$ cat config.mk
export PLATFORM = sky130hd
export DESIGN_NAME = id_ex_hazard_controller_flat
export DESIGN_NICKNAME = d
export VERILOG_FILES = /design/src/rtl/id_ex_hazard_controller_pkg.sv /design/src/rtl/id_ex_hazard_controller_if.sv /design/src/rtl/id_ex_hazard_controller_sat_counter.sv /design/src/rtl/id_ex_hazard_controller.sv /design/src/flat_wrapper.sv
export SDC_FILE = /design/constraint.sdc
export NUM_CORES = 1
export LEC_CHECK = 0
export BUFFER_PORTS_ARGS = -buffer_cell sky130_fd_sc_hd__clkbuf_2
export CORE_AREA = 2 2 82 84
export DETAILED_ROUTE_END_ITERATION = 8
export DIE_AREA = 0 0 84 86
export GPL_TIMING_DRIVEN = 0
export MAX_ROUTING_LAYER = met4
export PLACE_DENSITY = 0.61
export SLEW_MARGIN = 20
export SYNTH_ARGS = -nofsm -noshare
export SYNTH_HDL_FRONTEND = slang
export SYNTH_HIERARCHICAL = 1
export SYNTH_SLANG_ARGS = --single-unit
$ cat constraint.sdc
create_clock -name clk -period 2.8 [get_ports clk]
set_input_delay 0.56 -clock clk [delete_from_list [all_inputs] [get_ports clk]]
set_output_delay 0.56 -clock clk [all_outputs]
set_load 0.02 [all_outputs]
$ cat src/rtl/id_ex_hazard_controller_pkg.sv
// Shared types and constants for the ID/EX hazard controller slice.
package core_ctrl_pkg;

    typedef enum logic [1:0] {
        RUN,
        FREEZE,
        HALT
    } hz_state_t;

    localparam logic [31:0] NOP_INSTR = 32'h00000013;
    localparam logic [4:0]  REG_ZERO  = 5'd0;

endpackage

$ cat src/rtl/id_ex_hazard_controller_if.sv
// Pipeline-side signal bundle of the ID/EX hazard controller.
// master: the pipeline that supplies operand/hazard info and consumes enables.
// slave : the controller itself.
interface id_ex_hazard_controller_if #(
    parameter int unsigned CNT_W = 16
);

    logic [4:0]       id_rs1;
    logic [4:0]       id_rs2;
    logic             id_uses_rs1;
    logic             id_uses_rs2;
    logic [4:0]       ex_rd;
    logic             ex_mem_read;
    logic             branch_taken;
    logic             mem_busy;

    logic             pc_write_en;
    logic             if_id_write_en;
    logic             if_id_flush;
    logic             id_ex_write_en;
    logic             id_ex_bubble;
    logic             ex_mem_write_en;
    logic             halted;
    logic [CNT_W-1:0] stall_cycles;
    logic [CNT_W-1:0] flush_count;

    modport master (
        output id_rs1, id_rs2, id_uses_rs1, id_uses_rs2,
               ex_rd, ex_mem_read, branch_taken, mem_busy,
        input  pc_write_en, if_id_write_en, if_id_flush, id_ex_write_en,
               id_ex_bubble, ex_mem_write_en, halted, stall_cycles, flush_count
    );

    modport slave (
        input  id_rs1, id_rs2, id_uses_rs1, id_uses_rs2,
               ex_rd, ex_mem_read, branch_taken, mem_busy,
        output pc_write_en, if_id_write_en, if_id_flush, id_ex_write_en,
               id_ex_bubble, ex_mem_write_en, halted, stall_cycles, flush_count
    );

endinterface

$ cat src/rtl/id_ex_hazard_controller_sat_counter.sv
// Saturating up-counter with synchronous clear; holds at all-ones.
module sat_counter #(
    parameter int unsigned W = 16
) (
    input  logic         clk,
    input  logic         clear,
    input  logic         inc,
    output logic [W-1:0] count
);

    // Clear wins over increment; increment stops at the maximum value.
    always_ff @(posedge clk) begin
        if (clear) begin
            count <= '0;
        end else if (inc && (count != '1)) begin
            count <= count + 1'b1;
        end
    end

endmodule

$ cat src/rtl/id_ex_hazard_controller.sv
// ID/EX hazard controller: load-use stalls, taken-branch flushes and
// data-memory freezes with timeout into a sticky HALT state.
module id_ex_hazard_controller
    import core_ctrl_pkg::*;
#(
    parameter int unsigned MEM_TIMEOUT = 16,
    parameter int unsigned CNT_W       = 16
) (
    input  logic                        clk,
    input  logic                        reset,
    id_ex_hazard_controller_if.slave    bus
);

    hz_state_t  state, next_state;
    logic       branch_pending, next_pending;
    logic [7:0] fz_cnt, next_fz_cnt;

    logic       load_use;
    logic       stall_inc;
    logic       flush_inc;

    logic       pc_we, if_id_we, if_id_fl, id_ex_we, id_ex_bub, ex_mem_we;

    logic [CNT_W-1:0] stall_q;
    logic [CNT_W-1:0] flush_q;

    // Load-use hazard: EX load writes a register the ID instruction reads.
    always_comb begin
        load_use = bus.ex_mem_read && (bus.ex_rd != REG_ZERO) &&
                   ((bus.id_uses_rs1 && (bus.ex_rd == bus.id_rs1)) ||
                    (bus.id_uses_rs2 && (bus.ex_rd == bus.id_rs2)));
    end

    // State, pending-branch flag and freeze timeout register.
    always_ff @(posedge clk) begin
        if (reset) begin
            state          <= RUN;
            branch_pending <= 1'b0;
            fz_cnt         <= '0;
        end else begin
            state          <= next_state;
            branch_pending <= next_pending;
            fz_cnt         <= next_fz_cnt;
        end
    end

    // Next-state and enable/flush/bubble decode.
    // A FREEZE cycle with mem_busy low falls through to the RUN rules, so a
    // branch latched during the freeze is flushed in that same cycle.
    always_comb begin
        pc_we        = 1'b1;
        if_id_we     = 1'b1;
        if_id_fl     = 1'b0;
        id_ex_we     = 1'b1;
        id_ex_bub    = 1'b0;
        ex_mem_we    = 1'b1;
        next_state   = state;
        next_pending = branch_pending;
        next_fz_cnt  = fz_cnt;
        stall_inc    = 1'b0;
        flush_inc    = 1'b0;

        if (state == HALT) begin
            pc_we     = 1'b0;
            if_id_we  = 1'b0;
            id_ex_we  = 1'b0;
            ex_mem_we = 1'b0;
        end else if (bus.mem_busy) begin
            pc_we     = 1'b0;
            if_id_we  = 1'b0;
            id_ex_we  = 1'b0;
            ex_mem_we = 1'b0;
            if (bus.branch_taken) begin
                next_pending = 1'b1;
            end
            if (state == RUN) begin
                next_state  = FREEZE;
                next_fz_cnt = 8'd1;
            end else begin
                stall_inc = 1'b1;
                if (fz_cnt == 8'(MEM_TIMEOUT)) begin
                    next_state = HALT;
                end else begin
                    next_fz_cnt = fz_cnt + 8'd1;
                end
            end
        end else begin
            if (state == FREEZE) begin
                stall_inc   = 1'b1;
                next_state  = RUN;
                next_fz_cnt = '0;
            end
            if (bus.branch_taken || branch_pending) begin
                if_id_fl     = 1'b1;
                id_ex_bub    = 1'b1;
                next_pending = 1'b0;
                flush_inc    = 1'b1;
            end else if (load_use) begin
                pc_we     = 1'b0;
                if_id_we  = 1'b0;
                id_ex_bub = 1'b1;
                stall_inc = 1'b1;
            end
        end
    end

    sat_counter #(.W(CNT_W)) u_stall_cnt (
        .clk   (clk),
        .clear (reset),
        .inc   (stall_inc),
        .count (stall_q)
    );

    sat_counter #(.W(CNT_W)) u_flush_cnt (
        .clk   (clk),
        .clear (reset),
        .inc   (flush_inc),
        .count (flush_q)
    );

    // Drive the bundle outputs.
    always_comb begin
        bus.pc_write_en     = pc_we;
        bus.if_id_write_en  = if_id_we;
        bus.if_id_flush     = if_id_fl;
        bus.id_ex_write_en  = id_ex_we;
        bus.id_ex_bubble    = id_ex_bub;
        bus.ex_mem_write_en = ex_mem_we;
        bus.halted          = (state == HALT);
        bus.stall_cycles    = stall_q;
        bus.flush_count     = flush_q;
    end

endmodule

$ cat src/flat_wrapper.sv
// flat-port wrapper written by rule: the top's interface ports become plain ports
module id_ex_hazard_controller_flat import core_ctrl_pkg::*;
#(
    parameter int unsigned MEM_TIMEOUT = 16,
    parameter int unsigned CNT_W       = 16
)
  (clk, reset, bus_id_rs1, bus_id_rs2, bus_id_uses_rs1, bus_id_uses_rs2, bus_ex_rd, bus_ex_mem_read, bus_branch_taken, bus_mem_busy, bus_pc_write_en, bus_if_id_write_en, bus_if_id_flush, bus_id_ex_write_en, bus_id_ex_bubble, bus_ex_mem_write_en, bus_halted, bus_stall_cycles, bus_flush_count);
  id_ex_hazard_controller_if #(.CNT_W(CNT_W)) bus_i ();
  input  logic clk;
  input  logic reset;
  input wire logic [$bits(bus_i.id_rs1)-1:0] bus_id_rs1;
  input wire logic [$bits(bus_i.id_rs2)-1:0] bus_id_rs2;
  input wire logic [$bits(bus_i.id_uses_rs1)-1:0] bus_id_uses_rs1;
  input wire logic [$bits(bus_i.id_uses_rs2)-1:0] bus_id_uses_rs2;
  input wire logic [$bits(bus_i.ex_rd)-1:0] bus_ex_rd;
  input wire logic [$bits(bus_i.ex_mem_read)-1:0] bus_ex_mem_read;
  input wire logic [$bits(bus_i.branch_taken)-1:0] bus_branch_taken;
  input wire logic [$bits(bus_i.mem_busy)-1:0] bus_mem_busy;
  output wire logic [$bits(bus_i.pc_write_en)-1:0] bus_pc_write_en;
  output wire logic [$bits(bus_i.if_id_write_en)-1:0] bus_if_id_write_en;
  output wire logic [$bits(bus_i.if_id_flush)-1:0] bus_if_id_flush;
  output wire logic [$bits(bus_i.id_ex_write_en)-1:0] bus_id_ex_write_en;
  output wire logic [$bits(bus_i.id_ex_bubble)-1:0] bus_id_ex_bubble;
  output wire logic [$bits(bus_i.ex_mem_write_en)-1:0] bus_ex_mem_write_en;
  output wire logic [$bits(bus_i.halted)-1:0] bus_halted;
  output wire logic [$bits(bus_i.stall_cycles)-1:0] bus_stall_cycles;
  output wire logic [$bits(bus_i.flush_count)-1:0] bus_flush_count;
  assign bus_i.id_rs1 = bus_id_rs1;
  assign bus_i.id_rs2 = bus_id_rs2;
  assign bus_i.id_uses_rs1 = bus_id_uses_rs1;
  assign bus_i.id_uses_rs2 = bus_id_uses_rs2;
  assign bus_i.ex_rd = bus_ex_rd;
  assign bus_i.ex_mem_read = bus_ex_mem_read;
  assign bus_i.branch_taken = bus_branch_taken;
  assign bus_i.mem_busy = bus_mem_busy;
  assign bus_pc_write_en = bus_i.pc_write_en;
  assign bus_if_id_write_en = bus_i.if_id_write_en;
  assign bus_if_id_flush = bus_i.if_id_flush;
  assign bus_id_ex_write_en = bus_i.id_ex_write_en;
  assign bus_id_ex_bubble = bus_i.id_ex_bubble;
  assign bus_ex_mem_write_en = bus_i.ex_mem_write_en;
  assign bus_halted = bus_i.halted;
  assign bus_stall_cycles = bus_i.stall_cycles;
  assign bus_flush_count = bus_i.flush_count;
  id_ex_hazard_controller #(.MEM_TIMEOUT(MEM_TIMEOUT), .CNT_W(CNT_W)) u_core (.clk(clk), .reset(reset), .bus(bus_i));
endmodule
==> flow_metrics.py, run 1 <==
metrics = {
    "setup_path": {
        "r2r-start": "u_core/state[0]",
        "critical_path.top_delay_family": "simple AND/OR/NAND/NOR gates",
        "reg2reg_setup_slack_ns": 0.29,
        "number_of_cells_on_the_critical_path": 10,
        "cp_num_buf_inv": 2,
        "reg2reg_depth": 7,
        "cpMaxStageDelayCell": "sky130_fd_sc_hd__or4_1",
        "cp-start-kind": "input pin",
        "timing.setup.critical_path_class": "in2reg",
        "worst-path-max-fanout": 10,
        "timing.critical_path.cells": "clkbuf_2 -> xor2_1 -> nor4_1 -> a32oi_1 -> a211oi_1 -> a21o_1 -> nand2_1 -> clkbuf_1 -> or4_1 -> a21oi_1",
        "cp_data_arrival_time_ns": 2.81,
        "worst_ep_required_time_ns": 3.03,
        "r2r-end": "u_core/u_flush_cnt/count[9]",
        "timing.critical_path.to_type": "register",
        "crit_path_largest_cell_delay_ns": 0.51,
    },
    "cts": {
        "cts-resized-gates": 0,
        "clock_tree.buffer_depth": 2,
        "clkLatencyLatePin_ns": 0.30,
        "path_clk_slew_ns": 0.08,
        "cts.repair_timing.setup_buffer_count": 0,
        "clock_tree_from_tritoncts": "yes",
        "htreeDepth": 2,
        "cts_buffers": 5,
        "clock_tree.root_cell": "sky130_fd_sc_hd__clkbuf_8",
        "cts_num_sinks": 43,
        "holdBufCountCts": 0,
    },
    "timing": {
        "max_fclk_mhz": 388,
        "period_utilization_post_route": 0.920,
        "finClkSkew_ns": 0.00516,
        "final_max_slew_viol_count": 0,
        "rsz0062_at_grt": "false",
        "timing.final.crit_period_ns": 2.58,
        "worst_slew_pin_slew_ns": 0.697,
        "finalHoldViolCount": 0,
        "setup-tns-final_ns": 0,
        "timing.final.setup_violations": 0,
        "slew-limit-headroom": 0.529,
    },
    "logic_synthesis": {
        "async_set_or_reset_register_ratio_after_synthesis": 0,
        "synth_ff_type": "sky130_fd_sc_hd__dfxtp_1",
        "synth-edff-count": 0,
        "yosysSeqAreaShare": 0.349,
        "synth.cell_area_um2": 2470,
        "syn_nets": 318,
        "yosys_warnings": 6,
        "yosys-top-cells-area": "sky130_fd_sc_hd__dfxtp_1, sky130_fd_sc_hd__xor2_1, sky130_fd_sc_hd__a21oi_1",
        "synth_seq_cells": 43,
        "post_synth_inst_count": 292,
        "post-synth-top-count-cell": "sky130_fd_sc_hd__dfxtp_1",
        "mean_instance_size_in_the_synthesized_netlist_um2": 8.45,
        "synth_top_area_cell": "sky130_fd_sc_hd__dfxtp_1",
        "synth_top_cell_area_share": 0.349,
        "synthTopCellsByCount": "sky130_fd_sc_hd__dfxtp_1, sky130_fd_sc_hd__nor2_1, sky130_fd_sc_hd__a21oi_1",
        "synth_cell_type_count": 46,
    },
    "floorplanning": {
        "die_height_um": 86,
        "i_o_pin_cnt": 61,
        "starting_density_of_the_core": 0.393,
        "core.rowCount": 29,
        "floorplan.core_area_um2": 6280,
        "die-width_um": 84,
        "die_area_um2": 7220,
    },
    "placement": {
        "place_area_um2": 2860,
        "gp_congestion": 0.855,
        "dp.cells": 428,
        "dpl.hpwl_um": 4370,
        "count_of_input_and_output_buffers": 59,
    },
    "finish": {
        "diodes": 0,
        "flow.area_growth_from_synthesis_pct": 20.3,
        "layout-drive-gt1-share": 0.240,
        "fillerInstances": 651,
        "post-route-cell-area_um2": 2970,
        "final_nets": 384,
        "finish.cell_count_without_fillers": 436,
    },
    "detailed_routing": {
        "detail_route.vias_per_cell": 5.57,
        "detailroute.via_count": 2428,
        "drt-pass1-iter-count": 4,
        "postRouteWirelength_um": 5960,
        "final_antenna_net_count": 0,
        "dr.first_iter.drc_count": 115,
        "drt_drc_violations_left": 0,
        "route.detailed.wl_per_inst_um": 13.7,
    },
    "run": {
        "drv_cap": 0,
    },
    "min_path": {
        "hold_path_class": "in2reg",
        "worst_hold_path.num_cells": 2,
        "min_to": "u_core/fz_cnt[0]",
        "hp-start": "reset",
    },
    "power": {
        "leakage_nw": 1.14,
        "powerDensity_nw_per_um2": 399,
        "vdd.ir_drop.worst_uv": 185,
    },
    "grt": {
        "grt_pass1_wl_um": 9960,
        "antenna_found_initial": 0,
        "globalRouteTotalUtil": 0.172,
        "grt.overflow.total": 0,
        "grt_pass1_vias": 2174,
        "grt_start_max_net_pins": 13,
    },
    "status": {
        "outcome": "finished clean",
    },
}
==> through the flow <==
stage / util / total power, mW / hold WS, ns / worst slack, ns
floorplan: - / 0.710 / 0.485 / 0.278
global placement: 0.455 / 0.751 / 0.509 / -0.0438
detailed placement: 0.455 / 0.753 / 0.513 / -0.108
CTS: 0.471 / 1.19 / 0.513 / 0.134
global route: 0.473 / 1.23 / 0.546 / 0.0403
finish: 0.473 / 1.18 / 0.512 / 0.224
==> cells by family after synthesis <==
family          Yosys count  share of synthesized area
xor+xnor                 21                     0.0746
fa+ha+maj                 4                     0.0203
mux                       5                     0.0213
flops                    43                      0.349
compound gates           65                      0.169
simple gates            131                      0.326
buf+inv                  23                     0.0396
==> power by group <==
part	total [mW]	internal, mW	leakage [nW]	switching [mW]
logic	0.112	0.0453	0.739	0.0664
registers	0.628	0.618	0.348	0.00968
clock network	0.443	0.225	0.0515	0.218
==> per-layer routing <==
| layer | vias to the layer above | share of wire | track usage |
|---|---|---|---|
| li1 | 1229 | - | - |
| met1 | 1126 | 0.46 | 0.209 |
| met2 | 68 | 0.47 | 0.285 |
| met3 | 5 | 0.060 | 0.0395 |
| met4 | 0 | 0.013 | 0.0543 |
| met5 | - | 0 | - |
==> sequential cells by signal (all words and copies together), names as in the netlist <==
register,count
u_core/branch_pending,1
u_core/fz_cnt,8
u_core/state,2
u_core/u_flush_cnt/count,16
u_core/u_stall_cnt/count,16
==> how the worst max path moves through the flow <==
stage / start / slack (ns) / to
4_1_cts: u_core/state[0] / 0.13 / u_core/u_flush_cnt/count[9]
3_3_place_gp: bus_ex_rd[4] / -0.04 / u_core/u_stall_cnt/count[13]
5_1_grt: bus_ex_rd[3] / 0.04 / u_core/u_stall_cnt/count[9]
3_5_place_dp: bus_ex_rd[4] / -0.11 / u_core/u_stall_cnt/count[9]
2_1_floorplan: bus_mem_busy / 0.28 / u_core/u_flush_cnt/count[9]
6_report: bus_ex_rd[3] / 0.22 / u_core/u_stall_cnt/count[9]
==> cells in the final DEF, fill, tap and decap left out, types with 7 or more instances in the layout <==
master and n:
sky130_fd_sc_hd__inv_1 11, sky130_fd_sc_hd__a21oi_1 23, sky130_fd_sc_hd__o21ai_0 11, sky130_fd_sc_hd__or4_1 15
sky130_fd_sc_hd__nor2_1 25, sky130_fd_sc_hd__nand2_1 15, sky130_fd_sc_hd__clkbuf_2 59, sky130_fd_sc_hd__nand3_1 14
sky130_fd_sc_hd__clkbuf_8 7, sky130_fd_sc_hd__xor2_1 14, sky130_fd_sc_hd__xnor2_1 7, sky130_fd_sc_hd__dfxtp_1 43
sky130_fd_sc_hd__o31ai_1 12, sky130_fd_sc_hd__nor3_1 9
==> layout make-up <==
| class | instances | area, µm² | share of cell area |
|---|---|---|---|
| plain buffers | 12 | 56.3 | 0.0190 |
| repair buffers | 59 | 295 | 0.0995 |
| well taps | 77 | 96.3 | 0.0325 |
| clock buffers | 8 | 100 | 0.0337 |
| multi-input cells | 226 | 1520 | 0.511 |
| flip-flops and latches | 43 | 861 | 0.290 |
| inverters | 11 | 41.3 | 0.0139 |
No activity file was read; power rests on OpenSTA's default activity.
==> inputs of run 2 (changes only) <==
--- a/config.mk
+++ b/config.mk
@@ -12,6 +12,7 @@
 export GPL_TIMING_DRIVEN = 0
 export MAX_ROUTING_LAYER = met4
 export PLACE_DENSITY = 0.61
+export REMOVE_ABC_BUFFERS = 1
 export SLEW_MARGIN = 20
 export SYNTH_ARGS = -nofsm -noshare
 export SYNTH_HDL_FRONTEND = slang
==> run 2 against run 1 <==
Effect of this change: final cell count shrank 2.5%; global-route usage shrank 0.72 points; combinational power shrank 6%; register-to-register slack lost 0.03 ns; power grew 4.4%; worst setup slack gained 0.015 ns; sequential share of layout area grew 0.37 points; highest routed layer unchanged.
==> flow_metrics.py, run 2 (synthesized netlist as in run 1, its figures left out) <==
metrics = {
    "finish": {
        "flow.area_growth_from_synthesis_pct": 18.8,
        "sequential_cell_area_um2": 861,
        "layout-drive-gt1-share": 0.239,
        "final_nets": 373,
        "fillerInstances": 630,
        "layout_common_cells": "sky130_fd_sc_hd__clkbuf_2, sky130_fd_sc_hd__dfxtp_1, sky130_fd_sc_hd__nor2_1, sky130_fd_sc_hd__a21oi_1, sky130_fd_sc_hd__or4_1",
        "finish.cell_count_without_fillers": 425,
        "multi_input_area_um2": 1510,
        "layout_commonest_cell": "sky130_fd_sc_hd__clkbuf_2",
        "diodes": 0,
        "largest_registers": "u_core/u_flush_cnt/count: 16 flops, u_core/u_stall_cnt/count: 16 flops, u_core/fz_cnt: 8 flops",
    },
    "cts": {
        "cts_num_sinks": 43,
        "cts.repair_timing.setup_buffer_count": 0,
        "cts_buffers": 5,
        "holdBufCountCts": 0,
        "clock_tree_from_tritoncts": "yes",
        "cts-resized-gates": 0,
        "clock_tree.root_cell": "sky130_fd_sc_hd__clkbuf_8",
        "clock_tree.buffer_depth": 2,
        "path_clk_slew_ns": 0.08,
        "htreeDepth": 2,
        "clkLatencyLatePin_ns": 0.29,
    },
    "detailed_routing": {
        "dr.first_iter.drc_count": 110,
        "detailroute.via_count": 2359,
        "detail_route.vias_per_cell": 5.55,
        "route.detailed.wl_per_inst_um": 13.2,
        "drt_drc_violations_left": 0,
        "drt-pass1-iter-count": 4,
        "postRouteWirelength_um": 5590,
        "final_antenna_net_count": 0,
    },
    "timing": {
        "finClkSkew_ns": 0.00796,
        "finalHoldViolCount": 0,
        "final_max_slew_viol_count": 0,
        "timing.hold.ws_ns": 0.532,
        "rsz0062_at_grt": "false",
        "timing.final.setup_violations": 0,
        "period_utilization_post_route": 0.915,
        "timing.final.crit_period_ns": 2.56,
        "worst_slew_pin_slew_ns": 0.794,
        "max_fclk_mhz": 390,
        "setup-tns-final_ns": 0,
        "slew-limit-headroom": 0.467,
    },
    "placement": {
        "dp.cells": 417,
        "dpl.hpwl_um": 4010,
        "count_of_input_and_output_buffers": 60,
        "gp_congestion": 0.778,
    },
    "floorplanning": {
        "floorplan.core_area_um2": 6280,
        "die-width_um": 84,
        "core.rowCount": 29,
        "die_height_um": 86,
        "i_o_pin_cnt": 61,
        "die_area_um2": 7220,
        "starting_density_of_the_core": 0.393,
    },
    "setup_path": {
        "worst-path-max-fanout": 8,
        "timing.critical_path.to_type": "primary output",
        "reg2reg_depth": 6,
        "cp_data_arrival_time_ns": 2.00,
        "timing.setup.critical_path_class": "reg2out",
        "worst_ep_required_time_ns": 2.24,
        "cp-start-kind": "register",
    },
    "power": {
        "powerDensity_nw_per_um2": 421,
        "leakage_nw": 1.12,
        "vdd.ir_drop.worst_uv": 224,
        "fin_total_pwr_mw": 1.23,
    },
    "run": {
        "drv_cap": 0,
    },
    "grt": {
        "globalRouteTotalUtil": 0.165,
        "grt_start_max_net_pins": 40,
        "antenna_found_initial": 0,
        "grt_pass1_wl_um": 9670,
        "grt_pass1_vias": 2175,
        "grt.overflow.total": 0,
    },
    "min_path": {
        "hold_path_class": "reg2reg",
        "worst_hold_path.num_cells": 2,
    },
    "status": {
        "outcome": "finished clean",
    },
}
run 2: critical path, cell delays in order, from the launching register on:
cell and delay, ns:
sky130_fd_sc_hd__dfxtp_1 0.44, sky130_fd_sc_hd__and2b_1 0.25, sky130_fd_sc_hd__or2_2 0.32, sky130_fd_sc_hd__nor2_1 0.44, sky130_fd_sc_hd__clkbuf_2 0.27
run 2: stage by stage:
| step | area, µm² | utilization | setup slack (ns) |
|---|---|---|---|
| floorplan | 2410 | - | 0.177 |
| global placement | 2810 | 0.447 | -0.114 |
| detailed placement | 2810 | 0.447 | -0.0953 |
| CTS | 2920 | 0.466 | 0.199 |
| global route | 2930 | 0.467 | 0.0350 |
| finish | 2930 | 0.467 | 0.239 |
run 2: where the power goes:
| part | internal (mW) | switching (mW) | leakage, nW |
|---|---|---|---|
| clock | 0.289 | 0.213 | 0.0612 |
| sequential | 0.618 | 0.00982 | 0.348 |
| combinational | 0.0416 | 0.0631 | 0.711 |
run 2: metal layers:
metal / vias up / wire [µm] / GRT usage
met4: 0 / 78 / 0.0601
met1: 1088 / 2640 / 0.203
met3: 8 / 298 / 0.0366
li1: 1202 / - / -
met5: - / 0 / -
met2: 61 / 2580 / 0.266
run 2: area by class of cell:
cell class,count,share of cell area
Multi-Input combinational cell,226,0.516
Inverter,11,0.0141
Clock inverter,2,0.0120
Timing Repair Buffer,60,0.103
Sequential cell,43,0.294
Clock buffer,6,0.0282
Tap cell,77,0.0329
run 2: path summary, 6_finish.rpt:
kind / startpoint / endpoint / slack [ns]
min reg2reg: u_core/fz_cnt[4] / u_core/fz_cnt[4] / 0.53
max reg2reg: u_core/state[0] / u_core/u_flush_cnt/count[11] / 0.26
max: u_core/state[0] / bus_if_id_flush / 0.24
min: u_core/fz_cnt[4] / u_core/fz_cnt[4] / 0.53
==> inputs of run 3 (changes only) <==
--- a/config.mk
+++ b/config.mk
@@ -12,6 +12,7 @@
 export GPL_TIMING_DRIVEN = 0
 export MAX_ROUTING_LAYER = met4
 export PLACE_DENSITY = 0.61
+export RECOVER_POWER = 50
 export REMOVE_ABC_BUFFERS = 1
 export SLEW_MARGIN = 20
 export SYNTH_ARGS = -nofsm -noshare
==> run 3 against run 2 <==
Effect of this change: the flow now finishes with violations (max-capacitance violations, max-slew violations); wire length is 0.18% higher; cell area decreased by 1.5%; final cell count stayed put; die area unchanged; first-iteration DRC count decreased by 6.4%; core utilization shrank 0.68 points; worst hold slack hardly changed; clock power barely moved; global-route usage stayed put; worst setup slack better by 0.0051 ns; sequential cell count did not move; register-to-register slack about the same; critical endpoint unchanged; largest cell class unchanged.
==> flow_metrics.py, run 3 (synthesized netlist as in run 1, its figures left out) <==
metrics = {
    "status": {
        "outcome": "finished with violations",
        "violations_in_the_final_reports": "max-capacitance violations, max-slew violations",
    },
    "setup_path": {
        "timing.setup.critical_path_class": "reg2out",
        "worst_ep_required_time_ns": 2.24,
        "cp-start-kind": "register",
        "timing.critical_path.to_type": "primary output",
        "cp_data_arrival_time_ns": 2.00,
        "worst-path-max-fanout": 8,
    },
    "detailed_routing": {
        "detail_route.vias_per_cell": 5.54,
        "drt_drc_violations_left": 0,
        "detailroute.via_count": 2354,
        "dr.first_iter.drc_count": 103,
        "route.detailed.wl_per_inst_um": 13.2,
        "final_antenna_net_count": 0,
        "postRouteWirelength_um": 5600,
        "drt-pass1-iter-count": 4,
    },
    "floorplanning": {
        "die_height_um": 86,
        "starting_density_of_the_core": 0.393,
        "i_o_pin_cnt": 61,
        "die-width_um": 84,
        "die_area_um2": 7220,
        "floorplan.core_area_um2": 6280,
        "core.rowCount": 29,
    },
    "finish": {
        "layout_common_cells": "sky130_fd_sc_hd__dfxtp_1, sky130_fd_sc_hd__clkbuf_1, sky130_fd_sc_hd__clkbuf_2, sky130_fd_sc_hd__nor2_1, sky130_fd_sc_hd__a21oi_1",
        "final_nets": 373,
        "flow.area_growth_from_synthesis_pct": 17.0,
        "layout_commonest_cell": "sky130_fd_sc_hd__dfxtp_1",
        "layout-drive-gt1-share": 0.141,
        "final_util": 0.460,
        "diodes": 0,
        "finish.cell_count_without_fillers": 425,
        "fillerInstances": 645,
        "post-route-cell-area_um2": 2890,
        "largest_registers": "u_core/u_flush_cnt/count: 16 flops, u_core/u_stall_cnt/count: 16 flops, u_core/fz_cnt: 8 flops",
    },
    "placement": {
        "post-place-ws_ns": -0.0953,
        "place_area_um2": 2810,
        "dp.cells": 417,
        "gp_congestion": 0.778,
        "dpl.hpwl_um": 4010,
        "count_of_input_and_output_buffers": 60,
    },
    "timing": {
        "final_max_slew_viol_count": 40,
        "finalHoldViolCount": 0,
        "layout_setup_ws_ns": 0.244,
        "timing.final.setup_violations": 0,
        "rsz0062_at_grt": "false",
        "period_utilization_post_route": 0.913,
        "worst_slew_pin_slew_ns": 1.73,
        "finClkSkew_ns": 0.00882,
        "max_fclk_mhz": 391,
        "slew-limit-headroom": -0.151,
        "timing.final.crit_period_ns": 2.56,
    },
    "grt": {
        "grt_pass1_vias": 2175,
        "grt.overflow.total": 0,
        "globalRouteTotalUtil": 0.165,
        "grt_start_max_net_pins": 40,
        "grt_pass1_wl_um": 9670,
        "antenna_found_initial": 0,
    },
    "power": {
        "vdd.ir_drop.worst_uv": 223,
        "leakage_nw": 1.00,
        "powerDensity_nw_per_um2": 427,
        "fin_total_pwr_mw": 1.23,
    },
    "min_path": {
        "hold_path_class": "reg2reg",
    },
    "cts": {
        "clkLatencyLatePin_ns": 0.29,
        "path_clk_slew_ns": 0.08,
        "htreeDepth": 2,
        "cts.repair_timing.setup_buffer_count": 0,
        "cts_num_sinks": 43,
        "clock_tree.root_cell": "sky130_fd_sc_hd__clkbuf_8",
        "clock_tree.buffer_depth": 2,
        "clock_tree_from_tritoncts": "yes",
        "holdBufCountCts": 0,
        "cts-resized-gates": 0,
        "cts_buffers": 5,
    },
    "run": {
        "drv_cap": 1,
    },
}
-- run 3: cell counts in the layout (fill, tap and decap cells not counted) --
Identical to the previous run, type by type.
-- run 3: where the power goes --
group / internal [mW] / total [mW] / switching (mW)
Sequential: 0.618 / 0.628 / 0.00980
Combinational: 0.0407 / 0.104 / 0.0632
Clock: 0.289 / 0.502 / 0.213
-- run 3: worst max-delay path, stage by stage (launching register included) --
cell and delay, ns:
sky130_fd_sc_hd__dfxtp_1 0.44, sky130_fd_sc_hd__and2b_1 0.25, sky130_fd_sc_hd__or2_2 0.32, sky130_fd_sc_hd__nor2_1 0.43, sky130_fd_sc_hd__clkbuf_2 0.27
-- run 3: final timing paths --
path	end	cells after the start	from	slack, ns
worst max-delay path	bus_if_id_flush	4	u_core/state[0]	0.24
worst min-delay path	u_core/fz_cnt[4]	2	u_core/fz_cnt[4]	0.53
worst max register to register	u_core/u_flush_cnt/count[11]	6	u_core/state[0]	0.26
worst min register to register	u_core/fz_cnt[4]	2	u_core/fz_cnt[4]	0.53
-- run 3: routing by layer --
metal  GRT usage  wire length (µm)  vias to the layer above
li1            -                 -                     1201
met1       0.203              2660                     1086
met2       0.266              2570                       59
met3      0.0366               295                        8
met4      0.0601                78                        0
met5           -                 0                        -
-- run 3: layout make-up --
class                   instances  area (µm²)  area share
well taps                      77        96.3      0.0334
multi-input cells             226        1510       0.524
flip-flops and latches         43         861       0.298
clock buffers                   6        82.6      0.0286
inverters                      11        41.3      0.0143
repair buffers                 60         258      0.0893
clock inverters                 2        35.0      0.0121
-- run 3: metrics by stage --
stage | TNS [ns] | hold slack [ns]
6_report | 0 | 0.532
5_1_grt | 0 | 0.568
4_1_cts | 0 | 0.534
3_5_place_dp | -0.124 | 0.509
3_3_place_gp | -0.156 | 0.508
2_1_floorplan | 0 | 0.485
